===== src/rtl/cpu_pkg.sv =====
// ---------------------------------------------------------------------------
// cpu_pkg -- definitions shared by control_unit and cpu_datapath.
//
// Contents:
//   ALU_*           alu_select operation codes
//   MUX_*           mux_select accumulator-source codes
//   alu_sets_carry  true for the add/subtract family, whose carry or borrow
//                   is kept by the optional carry flag
// ---------------------------------------------------------------------------
package cpu_pkg;

   localparam logic [3:0] ALU_PASS_A = 4'b0000;
   localparam logic [3:0] ALU_AND    = 4'b0001;
   localparam logic [3:0] ALU_ADD    = 4'b0011;
   localparam logic [3:0] ALU_SUB    = 4'b0100;
   localparam logic [3:0] ALU_INC    = 4'b0101;
   localparam logic [3:0] ALU_DEC    = 4'b0110;
   localparam logic [3:0] ALU_ROTR   = 4'b0111;
   localparam logic [3:0] ALU_SLT    = 4'b1000;
   localparam logic [3:0] ALU_PASS_B = 4'b1001;

   localparam logic [1:0] MUX_ALU = 2'b00;
   localparam logic [1:0] MUX_RF  = 2'b01;
   localparam logic [1:0] MUX_IMM = 2'b10;
   localparam logic [1:0] MUX_IN  = 2'b11;

   function automatic logic alu_sets_carry(input logic [3:0] sel);
      return (sel == ALU_ADD) || (sel == ALU_INC) ||
             (sel == ALU_SUB) || (sel == ALU_DEC);
   endfunction

endpackage


===== src/rtl/cpu_datapath_if.sv =====
// ---------------------------------------------------------------------------
// cpu_datapath_if -- output stream from the datapath FIFO to the display.
//
// Signals:
//   out_data      FIFO head value
//   out_valid     FIFO holds at least one entry
//   out_ready     display consumes the head this edge
//   out_overflow  sticky: a push was dropped on a full FIFO
// Modports: master = datapath (drives data/valid/overflow),
//           slave  = display  (drives ready).
// ---------------------------------------------------------------------------
interface cpu_datapath_if #(
   parameter int DATA_W = 8
);
   logic [DATA_W-1:0] out_data;
   logic              out_valid;
   logic              out_ready;
   logic              out_overflow;

   modport master (output out_data, output out_valid, output out_overflow,
                   input  out_ready);
   modport slave  (input  out_data, input  out_valid, input  out_overflow,
                   output out_ready);
endinterface


===== src/rtl/cpu_alu.sv =====
// ---------------------------------------------------------------------------
// cpu_alu -- purely combinational ALU of the datapath.
//
// Ports:
//   i_a       accumulator operand
//   i_b       register-file operand
//   i_select  operation code (cpu_pkg::ALU_*); unknown codes give 0
//   i_rotate  rotate-right amount for ALU_ROTR
//   o_result  operation result
//   o_carry   carry-out for ADD/INC, borrow for SUB/DEC, else 0
// ---------------------------------------------------------------------------
module cpu_alu
   import cpu_pkg::*;
#(
   parameter int DATA_W = 8
) (
   input  logic [DATA_W-1:0] i_a,
   input  logic [DATA_W-1:0] i_b,
   input  logic [3:0]        i_select,
   input  logic [1:0]        i_rotate,
   output logic [DATA_W-1:0] o_result,
   output logic              o_carry
);

   logic signed [DATA_W-1:0] w_a_s;
   logic signed [DATA_W-1:0] w_b_s;

   assign w_a_s = i_a;
   assign w_b_s = i_b;

   // Arithmetic is done one bit wider so the top bit is the carry (add)
   // or the borrow (subtract, which wraps the extended result negative).
   always_comb begin
      o_result = '0;
      o_carry  = 1'b0;
      case (i_select)
         ALU_PASS_A: o_result = i_a;
         ALU_AND:    o_result = i_a & i_b;
         ALU_ADD:    {o_carry, o_result} = {1'b0, i_a} + {1'b0, i_b};
         ALU_SUB:    {o_carry, o_result} = {1'b0, i_a} - {1'b0, i_b};
         ALU_INC:    {o_carry, o_result} = {1'b0, i_a} + (DATA_W + 1)'(1);
         ALU_DEC:    {o_carry, o_result} = {1'b0, i_a} - (DATA_W + 1)'(1);
         // A rotate of 0 makes the left shift DATA_W wide, which yields 0.
         ALU_ROTR:   o_result = (i_a >> i_rotate) | (i_a << (DATA_W - i_rotate));
         ALU_SLT:    o_result = {{(DATA_W-1){1'b0}}, (w_a_s < w_b_s)};
         ALU_PASS_B: o_result = i_b;
         default:    o_result = '0;
      endcase
   end

endmodule


===== src/rtl/cpu_datapath.sv =====
// ---------------------------------------------------------------------------
// cpu_datapath -- execution datapath driven by control_unit one cycle at a
// time: accumulator, register file, ALU and an output FIFO to the display.
//
// Ports:
//   clock, reset     rising-edge clock, asynchronous active-high reset
//   mux_select       accumulator source (cpu_pkg::MUX_*)
//   acc_enable       load accumulator from the mux
//   rf_write         RF[rf_address] <= accumulator (pre-update value)
//   rf_address       RF read/write index
//   alu_select       ALU operation, alu_num_rotate: ROTR amount
//   output_enable    push accumulator (pre-update value) into the FIFO
//   imm_data         immediate operand, in_data: switch input (registered)
//   out_if           FIFO output stream (master modport)
//   alu_result       combinational ALU output
//   zero_flag        accumulator == 0
//   positive_flag    accumulator signed > 0
//   carry_flag       only with CPU_DATAPATH_CARRY_FLAG_EN defined: carry or
//                    borrow of the last ADD/INC/SUB/DEC accumulator load
// ---------------------------------------------------------------------------
module cpu_datapath
   import cpu_pkg::*;
#(
   parameter int DATA_W      = 8,
   parameter int RF_AW       = 3,
   parameter int OFIFO_DEPTH = 4
) (
   input  logic              clock,
   input  logic              reset,
   input  logic [1:0]        mux_select,
   input  logic              acc_enable,
   input  logic              rf_write,
   input  logic [RF_AW-1:0]  rf_address,
   input  logic [3:0]        alu_select,
   input  logic [1:0]        alu_num_rotate,
   input  logic              output_enable,
   input  logic [DATA_W-1:0] imm_data,
   input  logic [DATA_W-1:0] in_data,
   cpu_datapath_if.master    out_if,
   output logic [DATA_W-1:0] alu_result,
   output logic              zero_flag,
   output logic              positive_flag
`ifdef CPU_DATAPATH_CARRY_FLAG_EN
   ,
   output logic              carry_flag
`endif
);

   localparam int RF_N  = 2 ** RF_AW;
   localparam int PTR_W = $clog2(OFIFO_DEPTH);
   localparam int CNT_W = PTR_W + 1;

   logic [DATA_W-1:0] r_acc;
   logic [DATA_W-1:0] r_in_q;
   logic [DATA_W-1:0] r_rf [RF_N];
   logic [DATA_W-1:0] r_mem [OFIFO_DEPTH];
   logic [PTR_W-1:0]  r_wptr;
   logic [PTR_W-1:0]  r_rptr;
   logic [CNT_W-1:0]  r_count;
   logic              r_overflow;

   logic [DATA_W-1:0] w_rf_b;
   logic [DATA_W-1:0] w_mux;
   logic              w_full;
   logic              w_pop;
   logic              w_push;
`ifdef CPU_DATAPATH_CARRY_FLAG_EN
   logic              w_alu_carry;
   logic              r_carry;
`else
   logic              w_alu_carry_unused;
`endif

   assign w_rf_b = r_rf[rf_address];

   cpu_alu #(.DATA_W(DATA_W)) u_alu (
      .i_a      (r_acc),
      .i_b      (w_rf_b),
      .i_select (alu_select),
      .i_rotate (alu_num_rotate),
      .o_result (alu_result),
`ifdef CPU_DATAPATH_CARRY_FLAG_EN
      .o_carry  (w_alu_carry)
`else
      .o_carry  (w_alu_carry_unused)
`endif
   );

   always_comb begin
      w_mux = r_in_q;
      case (mux_select)
         MUX_ALU: w_mux = alu_result;
         MUX_RF:  w_mux = w_rf_b;
         MUX_IMM: w_mux = imm_data;
         default: w_mux = r_in_q;
      endcase
   end

   assign zero_flag     = (r_acc == '0);
   assign positive_flag = !r_acc[DATA_W-1] && (r_acc != '0);

   // in_data is sampled every edge so MUX_IN never forms a pin-to-register
   // combinational path; it loads the value seen on the previous edge.
   always_ff @(posedge clock or posedge reset) begin
      if (reset) begin
         r_acc  <= '0;
         r_in_q <= '0;
      end else begin
         r_in_q <= in_data;
         if (acc_enable) r_acc <= w_mux;
      end
   end

`ifdef CPU_DATAPATH_CARRY_FLAG_EN
   always_ff @(posedge clock or posedge reset) begin
      if (reset)
         r_carry <= 1'b0;
      else if (acc_enable)
         r_carry <= (mux_select == MUX_ALU) && alu_sets_carry(alu_select) && w_alu_carry;
   end
   assign carry_flag = r_carry;
`endif

   // The RF stores the accumulator as it was before this edge, so a
   // combined rf_write + acc_enable saves the old value.
   always_ff @(posedge clock or posedge reset) begin
      if (reset) begin
         for (int i = 0; i < RF_N; i++) r_rf[i] <= '0;
      end else if (rf_write) begin
         r_rf[rf_address] <= r_acc;
      end
   end

   // Output FIFO: a push on a full FIFO is accepted only when the head is
   // popped on the same edge; otherwise it is dropped and flagged.
   assign w_full = (r_count == CNT_W'(OFIFO_DEPTH));
   assign w_pop  = out_if.out_valid && out_if.out_ready;
   assign w_push = output_enable && (!w_full || w_pop);

   always_ff @(posedge clock or posedge reset) begin
      if (reset) begin
         for (int i = 0; i < OFIFO_DEPTH; i++) r_mem[i] <= '0;
         r_wptr     <= '0;
         r_rptr     <= '0;
         r_count    <= '0;
         r_overflow <= 1'b0;
      end else begin
         if (w_push) begin
            r_mem[r_wptr] <= r_acc;
            r_wptr        <= r_wptr + 1'b1;
         end
         if (w_pop) r_rptr <= r_rptr + 1'b1;
         case ({w_push, w_pop})
            2'b10:   r_count <= r_count + 1'b1;
            2'b01:   r_count <= r_count - 1'b1;
            default: r_count <= r_count;
         endcase
         if (output_enable && w_full && !w_pop) r_overflow <= 1'b1;
      end
   end

   assign out_if.out_data     = r_mem[r_rptr];
   assign out_if.out_valid    = (r_count != '0);
   assign out_if.out_overflow = r_overflow;

endmodule


===== src/flat_wrapper.sv =====
// flat-port wrapper written by rule: the top's interface ports become plain ports
module cpu_datapath_flat import cpu_pkg::*;
#(
   parameter int DATA_W      = 8,
   parameter int RF_AW       = 3,
   parameter int OFIFO_DEPTH = 4
)
  (clock, reset, mux_select, acc_enable, rf_write, rf_address, alu_select, alu_num_rotate, output_enable, imm_data, in_data, alu_result, zero_flag, positive_flag, out_if_out_data, out_if_out_valid, out_if_out_overflow, out_if_out_ready);
  cpu_datapath_if #(.DATA_W(DATA_W)) out_if_i ();
  input  logic clock;
  input  logic reset;
  input  logic [1:0] mux_select;
  input  logic acc_enable;
  input  logic rf_write;
  input  logic [RF_AW-1:0] rf_address;
  input  logic [3:0] alu_select;
  input  logic [1:0] alu_num_rotate;
  input  logic output_enable;
  input  logic [DATA_W-1:0] imm_data;
  input  logic [DATA_W-1:0] in_data;
  output logic [DATA_W-1:0] alu_result;
  output logic zero_flag;
  output logic positive_flag;
  output wire logic [$bits(out_if_i.out_data)-1:0] out_if_out_data;
  output wire logic [$bits(out_if_i.out_valid)-1:0] out_if_out_valid;
  output wire logic [$bits(out_if_i.out_overflow)-1:0] out_if_out_overflow;
  input wire logic [$bits(out_if_i.out_ready)-1:0] out_if_out_ready;
  assign out_if_out_data = out_if_i.out_data;
  assign out_if_out_valid = out_if_i.out_valid;
  assign out_if_out_overflow = out_if_i.out_overflow;
  assign out_if_i.out_ready = out_if_out_ready;
  cpu_datapath #(.DATA_W(DATA_W), .RF_AW(RF_AW), .OFIFO_DEPTH(OFIFO_DEPTH)) u_core (.clock(clock), .reset(reset), .mux_select(mux_select), .acc_enable(acc_enable), .rf_write(rf_write), .rf_address(rf_address), .alu_select(alu_select), .alu_num_rotate(alu_num_rotate), .output_enable(output_enable), .imm_data(imm_data), .in_data(in_data), .out_if(out_if_i), .alu_result(alu_result), .zero_flag(zero_flag), .positive_flag(positive_flag));
endmodule

===== config.mk =====
export PLATFORM = sky130hd
export DESIGN_NAME = cpu_datapath_flat
export DESIGN_NICKNAME = d
export VERILOG_FILES = /design/src/rtl/cpu_pkg.sv /design/src/rtl/cpu_datapath_if.sv /design/src/rtl/cpu_alu.sv /design/src/rtl/cpu_datapath.sv /design/src/flat_wrapper.sv
export SDC_FILE = /design/constraint.sdc
export NUM_CORES = 1
export LEC_CHECK = 0
export BUFFER_PORTS_ARGS = -buffer_cell sky130_fd_sc_hd__buf_4
export CORE_MARGIN = 3
export CORE_UTILIZATION = 60
export CTS_CLUSTER_DIAMETER = 80
export DETAILED_ROUTE_END_ITERATION = 8
export HOLD_SLACK_MARGIN = 0.12
export PLACE_DENSITY = 0.79
export SETUP_SLACK_MARGIN = 0.3
export SLEW_MARGIN = 20
export SYNTH_ARGS = -nofsm -noshare
export SYNTH_HDL_FRONTEND = slang
export SYNTH_HIERARCHICAL = 1
export SYNTH_SLANG_ARGS = --single-unit

===== constraint.sdc =====
create_clock -name clock -period 6.6 [get_ports clock]
set_clock_uncertainty 0.15 [all_clocks]
set_input_delay 0.99 -clock clock [delete_from_list [all_inputs] [get_ports clock]]
set_output_delay 0.99 -clock clock [all_outputs]
set_load 0.005 [all_outputs]

==> qor.tcl, run 1 <==
set qor(combined_global_route_utilization_of_all_metal_layers_pct) 29.6
set qor(max-clock-path-buffers) 2
set qor(detailed_place.area_um2) 7760
set qor(die-height_um) 117
set qor(max-slew-margin-rel_pct) 35.3
set qor(flow.area_growth_from_synthesis_pct) 13.5
set qor(grt_start_max_net_pins) 81
set qor(dp_hpwl_mm) 13.2
set qor(crit_path_launch_type) {input port}
set qor(synth_nets) 726
set qor(initial_core_utilization_pct) 62.9
set qor(drt_iter0_drc) 707
set qor(drtPass1Iterations) 6
set qor(syn_std_cell_area_um2) 7370
set qor(die_w_um) 117
set qor(crit_chain) {buf_4 > mux2i_1 > o2bb2ai_1 > a211oi_1 > inv_1 > inv_1 > ha_1 > o41ai_1 > nor2_1 > a221o_1 > a221o_1 > buf_4}
set qor(cells_resized_by_post_cts_repair) 0
set qor(ys.warnings.count) 6
set qor(utilization_of_the_core_after_routing_pct) 71.4
set qor(layout.area.seq_um2) 3000
set qor(hold_violations) 0
set qor(drt-total-wl_mm) 19.3
set qor(postSynthCellCount) 666
set qor(worst_ir_drop_vdd_v) 0.000237
set qor(finalWeightedCongestion) 0.971
set qor(worst_ep_required_time_ps) 5460
set qor(worst_path_max_delay_cell) {sky130_fd_sc_hd__o41ai_1}
set qor(antenna_left) 0
set qor(finalInstanceArea_um2) 8360
set qor(post-route-drc-count) 0
set qor(multi_input_area_um2) 4000
set qor(timing.final.max_slew_violations) 0
set qor(hold_start) {u_core/out_if.out_overflow}
set qor(clock-sinks) 120
set qor(timing.max_cap.violations) 0
set qor(run_status) {finished, final reports clean}
set qor(post_cts_buffers) 0
set qor(worst_slew_pin_slew_ps) 970
set qor(core-area_um2) 11700
set qor(rows) 39
set qor(critical_path.reg2reg.startpoint) {u_core/r_rf[36]}
set qor(global_route_wire_length_before_repair_mm) 30.8
set qor(cts_tree) {built}
set qor(num_vias) 5710
set qor(syn_area_per_cell_um2) 11.1
set qor(timing.rr.end) {u_core/r_acc[7]}
set qor(floorplan.die_area_um2) 13600
set qor(fillers) 837
set qor(crit_path_end_kind) {primary output}
set qor(fin_tns_setup_ps) 0
set qor(worst_r2r_path_cells) 14
set qor(leakage_power_of_the_design_nw) 3.79
set qor(via_density_per_instance) 6.66
set qor(setup_viol_count_final) 0
set qor(worst_skew_pair.late_latency_ps) 410
set qor(cts.root.buffer_cell) {sky130_fd_sc_hd__clkbuf_16}
set qor(achievable-frequency_mhz) 181
set qor(cts_buffers) 17
set qor(drive_above_1_share_pct) 30.3
set qor(hold_end) {u_core/out_if.out_overflow}
set qor(vias_in_the_first_global_route) 5780
set qor(n_antenna_cell) 0
set qor(critical_path.max_fanout) 32
set qor(clk_pin_slew_worst_paths_ps) 60
set qor(post-layout-total-power_mw) 3.43
set qor(rsz_0062_raised_after_global_routing) {no}
set qor(cts_htree_levels) 4
set qor(port_buffers) 52
set qor(cellPowerDensity_nw_per_um2) 410
set qor(global_route.overflow_total) 0
set qor(wl_per_cell_um) 22.5
set qor(timing.critical_path.arrival_ps) 4380
set qor(worst-setup-path-type) {in2out}
set qor(finalCriticalPeriod_ps) 5520
set qor(hold_depth) 1
set qor(ff2ff_setup_slack_ps) 2500
set qor(timing.critical_path.slowest_cell_delay_ps) 590
set qor(timing.hold.worst.class) {reg2reg}
set qor(hold_buffers) 0
set qor(number_of_antenna_violations_at_the_first_check_in_global_routing) 0
set qor(ioPinCount) 53
set qor(period_share_pct) 83.7
set qor(nets) 763
[layout make-up]
class,count,share of cell area [%]
multi-input combinational,469,47.8
sequential,120,35.9
clock buffer,23,5.72
timing repair buffer,59,5.30
tap,143,2.14
inverter,36,1.68
clock inverter,8,1.44
[layer usage]
| layer | wire (um) | global-route usage (%) | vias up |
|---|---|---|---|
| met3 | 1050 | 4.73 | 59 |
| li1 | - | - | 2538 |
| met2 | 9600 | 49.5 | 272 |
| met5 | 0 | 0 | - |
| met4 | 714 | 13.1 | 0 |
| met1 | 7980 | 38.1 | 2841 |
[stage by stage]
stage | hold slack, ps | worst slack, ps | instances
3_5_place_dp | 303 | 1120 | 827
4_1_cts | 316 | 1110 | 858
3_3_place_gp | 289 | 1160 | 827
6_report | 314 | 1080 | 858
5_1_grt | 338 | 802 | 858
2_1_floorplan | 294 | 1990 | 666
[critical path, delay by kind of cell]
kind                       cells  cell delay [ps]
AOI/OAI and AO/OA              5             1910
adders and majority gates      1              310
buffers and inverters          4              780
muxes                          1              260
and+or+nand+nor                1              130
[flip-flops by register name, summed over array words and instances, names as in the netlist]
| register | count |
|---|---|
| u_core/r_wptr | 2 |
| u_core/r_acc | 8 |
| u_core/r_in_q | 8 |
| u_core/r_count | 3 |
| u_core/r_rptr | 2 |
| u_core/out_if.out_overflow | 1 |
| u_core/r_rf | 64 |
| u_core/r_mem | 32 |
[worst max-delay path by stage]
stage / start / end / slack (ps)
floorplan: rf_address[0] / alu_result[5] / 1990
global placement: rf_address[1] / alu_result[5] / 1160
detailed placement: rf_address[1] / alu_result[5] / 1120
CTS: rf_address[1] / alu_result[5] / 1110
global route: rf_address[1] / alu_result[5] / 800
finish: rf_address[1] / alu_result[5] / 1080
[power by group]
part	total (mW)	leakage [nW]	internal [mW]	switching (mW)
Combinational	1.25	2.01	0.653	0.597
Sequential	1.25	1.49	1.01	0.235
Clock	0.933	0.289	0.619	0.314
Total	3.43	3.79	2.29	1.15
[layout by cell type, fill, tap and decap left out, types with 3 or more instances in the layout]
master	count
sky130_fd_sc_hd__a21oi_1	19
sky130_fd_sc_hd__a211oi_1	12
sky130_fd_sc_hd__nand3_1	13
sky130_fd_sc_hd__a221o_1	10
sky130_fd_sc_hd__nor3b_1	3
sky130_fd_sc_hd__o221ai_1	9
sky130_fd_sc_hd__nand3b_1	4
sky130_fd_sc_hd__dfrtp_1	120
sky130_fd_sc_hd__ha_1	24
sky130_fd_sc_hd__o22ai_1	3
sky130_fd_sc_hd__or3_1	5
sky130_fd_sc_hd__a21o_1	5
sky130_fd_sc_hd__inv_1	33
sky130_fd_sc_hd__clkinv_2	3
sky130_fd_sc_hd__or2_1	4
sky130_fd_sc_hd__mux2i_1	39
sky130_fd_sc_hd__fa_1	3
sky130_fd_sc_hd__and3_1	7
sky130_fd_sc_hd__nor2b_1	8
sky130_fd_sc_hd__a221oi_1	8
sky130_fd_sc_hd__o2bb2ai_1	11
sky130_fd_sc_hd__bufinv_16	3
sky130_fd_sc_hd__nand2b_1	4
sky130_fd_sc_hd__clkbuf_16	17
sky130_fd_sc_hd__xnor2_1	7
sky130_fd_sc_hd__nand2_1	24
sky130_fd_sc_hd__mux2_2	95
sky130_fd_sc_hd__clkbuf_1	3
sky130_fd_sc_hd__o21ai_0	33
sky130_fd_sc_hd__clkbuf_8	3
sky130_fd_sc_hd__mux4_2	9
sky130_fd_sc_hd__a21boi_0	6
sky130_fd_sc_hd__xor2_1	6
sky130_fd_sc_hd__nand2_2	4
sky130_fd_sc_hd__nor3_4	4
sky130_fd_sc_hd__nor3_1	13
sky130_fd_sc_hd__buf_4	59
sky130_fd_sc_hd__nor2_1	31
(Power assumes the default switching activity.)
==> run 2, diff against run 1 <==
--- a/config.mk
+++ b/config.mk
@@ -5,6 +5,7 @@
 export SDC_FILE = /design/constraint.sdc
 export NUM_CORES = 1
 export LEC_CHECK = 0
+export ABC_AREA = 1
 export BUFFER_PORTS_ARGS = -buffer_cell sky130_fd_sc_hd__buf_4
 export CORE_MARGIN = 3
 export CORE_UTILIZATION = 60
==> constraint.sdc (replaced) <==
create_clock -name clock -period 5.71 [get_ports clock]
set_clock_uncertainty 0.15 [all_clocks]
set_input_delay 0.8565 -clock clock [delete_from_list [all_inputs] [get_ports clock]]
set_output_delay 0.8565 -clock clock [all_outputs]
set_load 0.005 [all_outputs]
==> run 2 against run 1 <==
  * Cell count is 47% higher
  * Largest power group unchanged
  * Global-route usage is 0.21 points higher
  * Worst hold slack better by 19 ps
  * Clock-buffer cell count is 3 lower
  * Flip-flop and latch count stayed put
  * Core utilization is 1.6 points lower
  * Largest cell class unchanged
  * Clock power is 15% higher
  * First-iteration DRC count is 30% higher
  * Via count is 24% higher
  * Critical path type unchanged
  * Die area is 2.1% higher
==> qor.tcl, run 2 <==
set qor(cellPowerDensity_nw_per_um2) 415 ;# +1.2%
set qor(syn_area_per_cell_um2) 7.16 ;# -35%
set qor(floorplan.die_area_um2) 13900 ;# +2.1%
set qor(global_route_wire_length_before_repair_mm) 33.2 ;# +7.8%
set qor(crit_path_end_kind) {primary output}
set qor(grt_start_max_net_pins) 82 ;# +1.2%
set qor(layout.area.seq_um2) 3000 ;# unchanged
set qor(flip_flop_count_of_the_largest_register_all_copies_and_words_added) 64 ;# unchanged
set qor(via_density_per_instance) 5.64 ;# -15%
set qor(number_of_antenna_violations_at_the_first_check_in_global_routing) 0 ;# unchanged
set qor(cts_htree_levels) 4 ;# unchanged
set qor(dp_hpwl_mm) 14.4 ;# +8.8%
set qor(max-clock-path-buffers) 2 ;# unchanged
set qor(timing.max_cap.violations) 0 ;# unchanged
set qor(core-area_um2) 12200 ;# +3.8%
set qor(clock-sinks) 120 ;# unchanged
set qor(cts.root.buffer_cell) {sky130_fd_sc_hd__clkbuf_16}
set qor(drtPass1Iterations) 8 ;# +2
set qor(post_cts_buffers) 0 ;# unchanged
set qor(die-height_um) 118 ;# +1.1%
set qor(final.setup.worst_slack_ps) 1010 ;# -68.8 ps
set qor(timing.hold.worst.class) {reg2reg}
set qor(layout.cells.non_filler) 1261 ;# +47%
set qor(critical_path.max_fanout) 35 ;# +9.4%
set qor(ys.warnings.count) 6 ;# unchanged
set qor(worst_r2r_path_cells) 19 ;# +5
set qor(post-layout-total-power_mw) 3.53 ;# +2.8%
set qor(leakage_power_of_the_design_nw) 4.24 ;# +12%
set qor(synth_nets) 1112 ;# +53%
set qor(detailed_place.area_um2) 7900 ;# +1.7%
set qor(vias_in_the_first_global_route) 6617 ;# +14%
set qor(hold_buffers) 0 ;# unchanged
set qor(largest-register) {u_core/r_rf}
set qor(worst_ir_drop_vdd_v) 0.000429 ;# +81%
set qor(rows) 40 ;# +2.6%
set qor(postSynthCellCount) 1052 ;# +58%
set qor(hold_end) {u_core/out_if.out_overflow}
set qor(finalCriticalPeriod_ps) 4700
set qor(met1Wirelength_mm) 8.46 ;# +6.1%
set qor(worst_slew_pin_slew_ps) 1010 ;# +38.1 ps
set qor(timing.critical_path.arrival_ps) 3690 ;# -690 ps
set qor(top_layer) {met4}
set qor(hold_depth) 1 ;# unchanged
set qor(ff2ff_setup_slack_ps) 2590 ;# +90 ps
set qor(combined_global_route_utilization_of_all_metal_layers_pct) 29.8 ;# +0.21 points
set qor(period_share_pct) 82.3
set qor(fillers) 1032 ;# +23%
set qor(rsz_0062_raised_after_global_routing) {no}
set qor(ioPinCount) 53 ;# unchanged
set qor(worst_skew_pair.late_latency_ps) 410 ;# about the same
set qor(max-slew-margin-rel_pct) 32.8 ;# -2.5 points
set qor(setup_viol_count_final) 0 ;# unchanged
set qor(num_vias) 7108 ;# +24%
set qor(cells_resized_by_post_cts_repair) 0 ;# unchanged
set qor(dp.cells) 1229 ;# +49%
set qor(dr_wl_met3_mm) 1.23 ;# +17%
set qor(port_buffers) 52 ;# unchanged
set qor(antenna_left) 0 ;# unchanged
set qor(worst-setup-path-type) {in2out}
set qor(drt-total-wl_mm) 20.5 ;# +6.1%
set qor(placement.setup.worst_slack_ps) 1080 ;# -39.0 ps
set qor(cts_buffers) 17 ;# unchanged
set qor(hold_start) {u_core/out_if.out_overflow}
set qor(crit_path_launch_type) {input port}
set qor(fin_tns_setup_ps) 0 ;# unchanged
set qor(mostFrequentLayoutCell) {sky130_fd_sc_hd__nand2_1}
set qor(finalWeightedCongestion) 0.952 ;# -2.0%
set qor(drt_iter0_drc) 921 ;# +30%
set qor(wl_per_cell_um) 16.3 ;# -28%
set qor(drive_above_1_share_pct) 11.6 ;# -19 points
set qor(timing.rr.end) {u_core/r_acc[0]}
set qor(post-route-drc-count) 0 ;# unchanged
set qor(run_status) {finished, final reports clean}
set qor(clk_pin_slew_worst_paths_ps) 60 ;# about the same
set qor(critical_path.reg2reg.startpoint) {u_core/r_rf[16]}
set qor(layout.cells.most_common_list) {311 x sky130_fd_sc_hd__nand2_1, 122 x sky130_fd_sc_hd__inv_1, 120 x sky130_fd_sc_hd__dfrtp_1}
set qor(reg.largest.list) {u_core/r_rf x64, u_core/r_mem x32}
set qor(achievable-frequency_mhz) 213
set qor(cts_tree) {built}
set qor(wl_met2_mm) 10.1 ;# +5.1%
set qor(flow.area_growth_from_synthesis_pct) 12.8
set qor(initial_core_utilization_pct) 61.9 ;# -0.96 points
set qor(worst_ep_required_time_ps) 4700 ;# -760 ps
set qor(die_w_um) 118 ;# +1.1%
set qor(multi_input_area_um2) 3790 ;# -5.3%
set qor(syn_std_cell_area_um2) 7530 ;# +2.3%
set qor(finalInstanceArea_um2) 8490 ;# +1.6%
set qor(n_antenna_cell) 0 ;# unchanged
set qor(timing.final.max_slew_violations) 0 ;# unchanged
set qor(global_route.overflow_total) 0 ;# unchanged
set qor(hold_violations) 0 ;# unchanged
set qor(nets) 1140 ;# +49%
[run 2: power breakdown]
group          total (mW)  internal, mW  switching, mW
logic                1.15         0.477          0.670
registers            1.31          1.11          0.203
clock network        1.07         0.696          0.373
[run 2: critical path: stages]
cell and delay (ps):
sky130_fd_sc_hd__buf_4 230, sky130_fd_sc_hd__inv_2 450, sky130_fd_sc_hd__nand2_1 100, sky130_fd_sc_hd__nand3_1 140
sky130_fd_sc_hd__nand3_1 90, sky130_fd_sc_hd__or2_2 320, sky130_fd_sc_hd__ha_1 230, sky130_fd_sc_hd__fa_1 430
sky130_fd_sc_hd__inv_1 110, sky130_fd_sc_hd__nand3_1 70, sky130_fd_sc_hd__nand2_1 110, sky130_fd_sc_hd__nand4_1 90
sky130_fd_sc_hd__nand2_1 80, sky130_fd_sc_hd__nand2_1 50, sky130_fd_sc_hd__nand2_1 80, sky130_fd_sc_hd__nand3_1 90
sky130_fd_sc_hd__buf_4 150
[run 2: how the worst max path moves through the flow]
stage	from	end	slack [ps]	cells past startpoint
final	rf_address[0]	alu_result[0]	1010	17
after detailed placement	rf_address[0]	alu_result[0]	1080	17
after global placement	rf_address[0]	alu_result[0]	1100	17
after CTS	rf_address[0]	alu_result[0]	1060	17
after global routing	rf_address[0]	alu_result[0]	710	17
after floorplan	reset	u_core/out_if.out_overflow	1520	1
[run 2: through the flow]
| stage | hold WS, ps | util [%] |
|---|---|---|
| 5_1_grt | 340 | 69.8 |
| 2_1_floorplan | 303 | - |
| 3_5_place_dp | 318 | 64.9 |
| 3_3_place_gp | 313 | 64.9 |
| 6_report | 333 | 69.8 |
| 4_1_cts | 334 | 69.8 |
[run 2: layout make-up]
class / instances / share of cell area, %
multi-input cells: 757 / 44.6
clock buffers: 20 / 5.26
clock inverters: 12 / 1.78
inverters: 131 / 5.83
repair buffers: 53 / 4.68
well taps: 168 / 2.47
flip-flops and latches: 120 / 35.4
[run 2: routing by layer]
| metal | up-vias | track usage (%) |
|---|---|---|
| li1 | 3435 | - |
| met1 | 3308 | 37.9 |
| met2 | 313 | 50.3 |
| met3 | 52 | 5.38 |
| met4 | 0 | 12.1 |
| met5 | - | 0 |
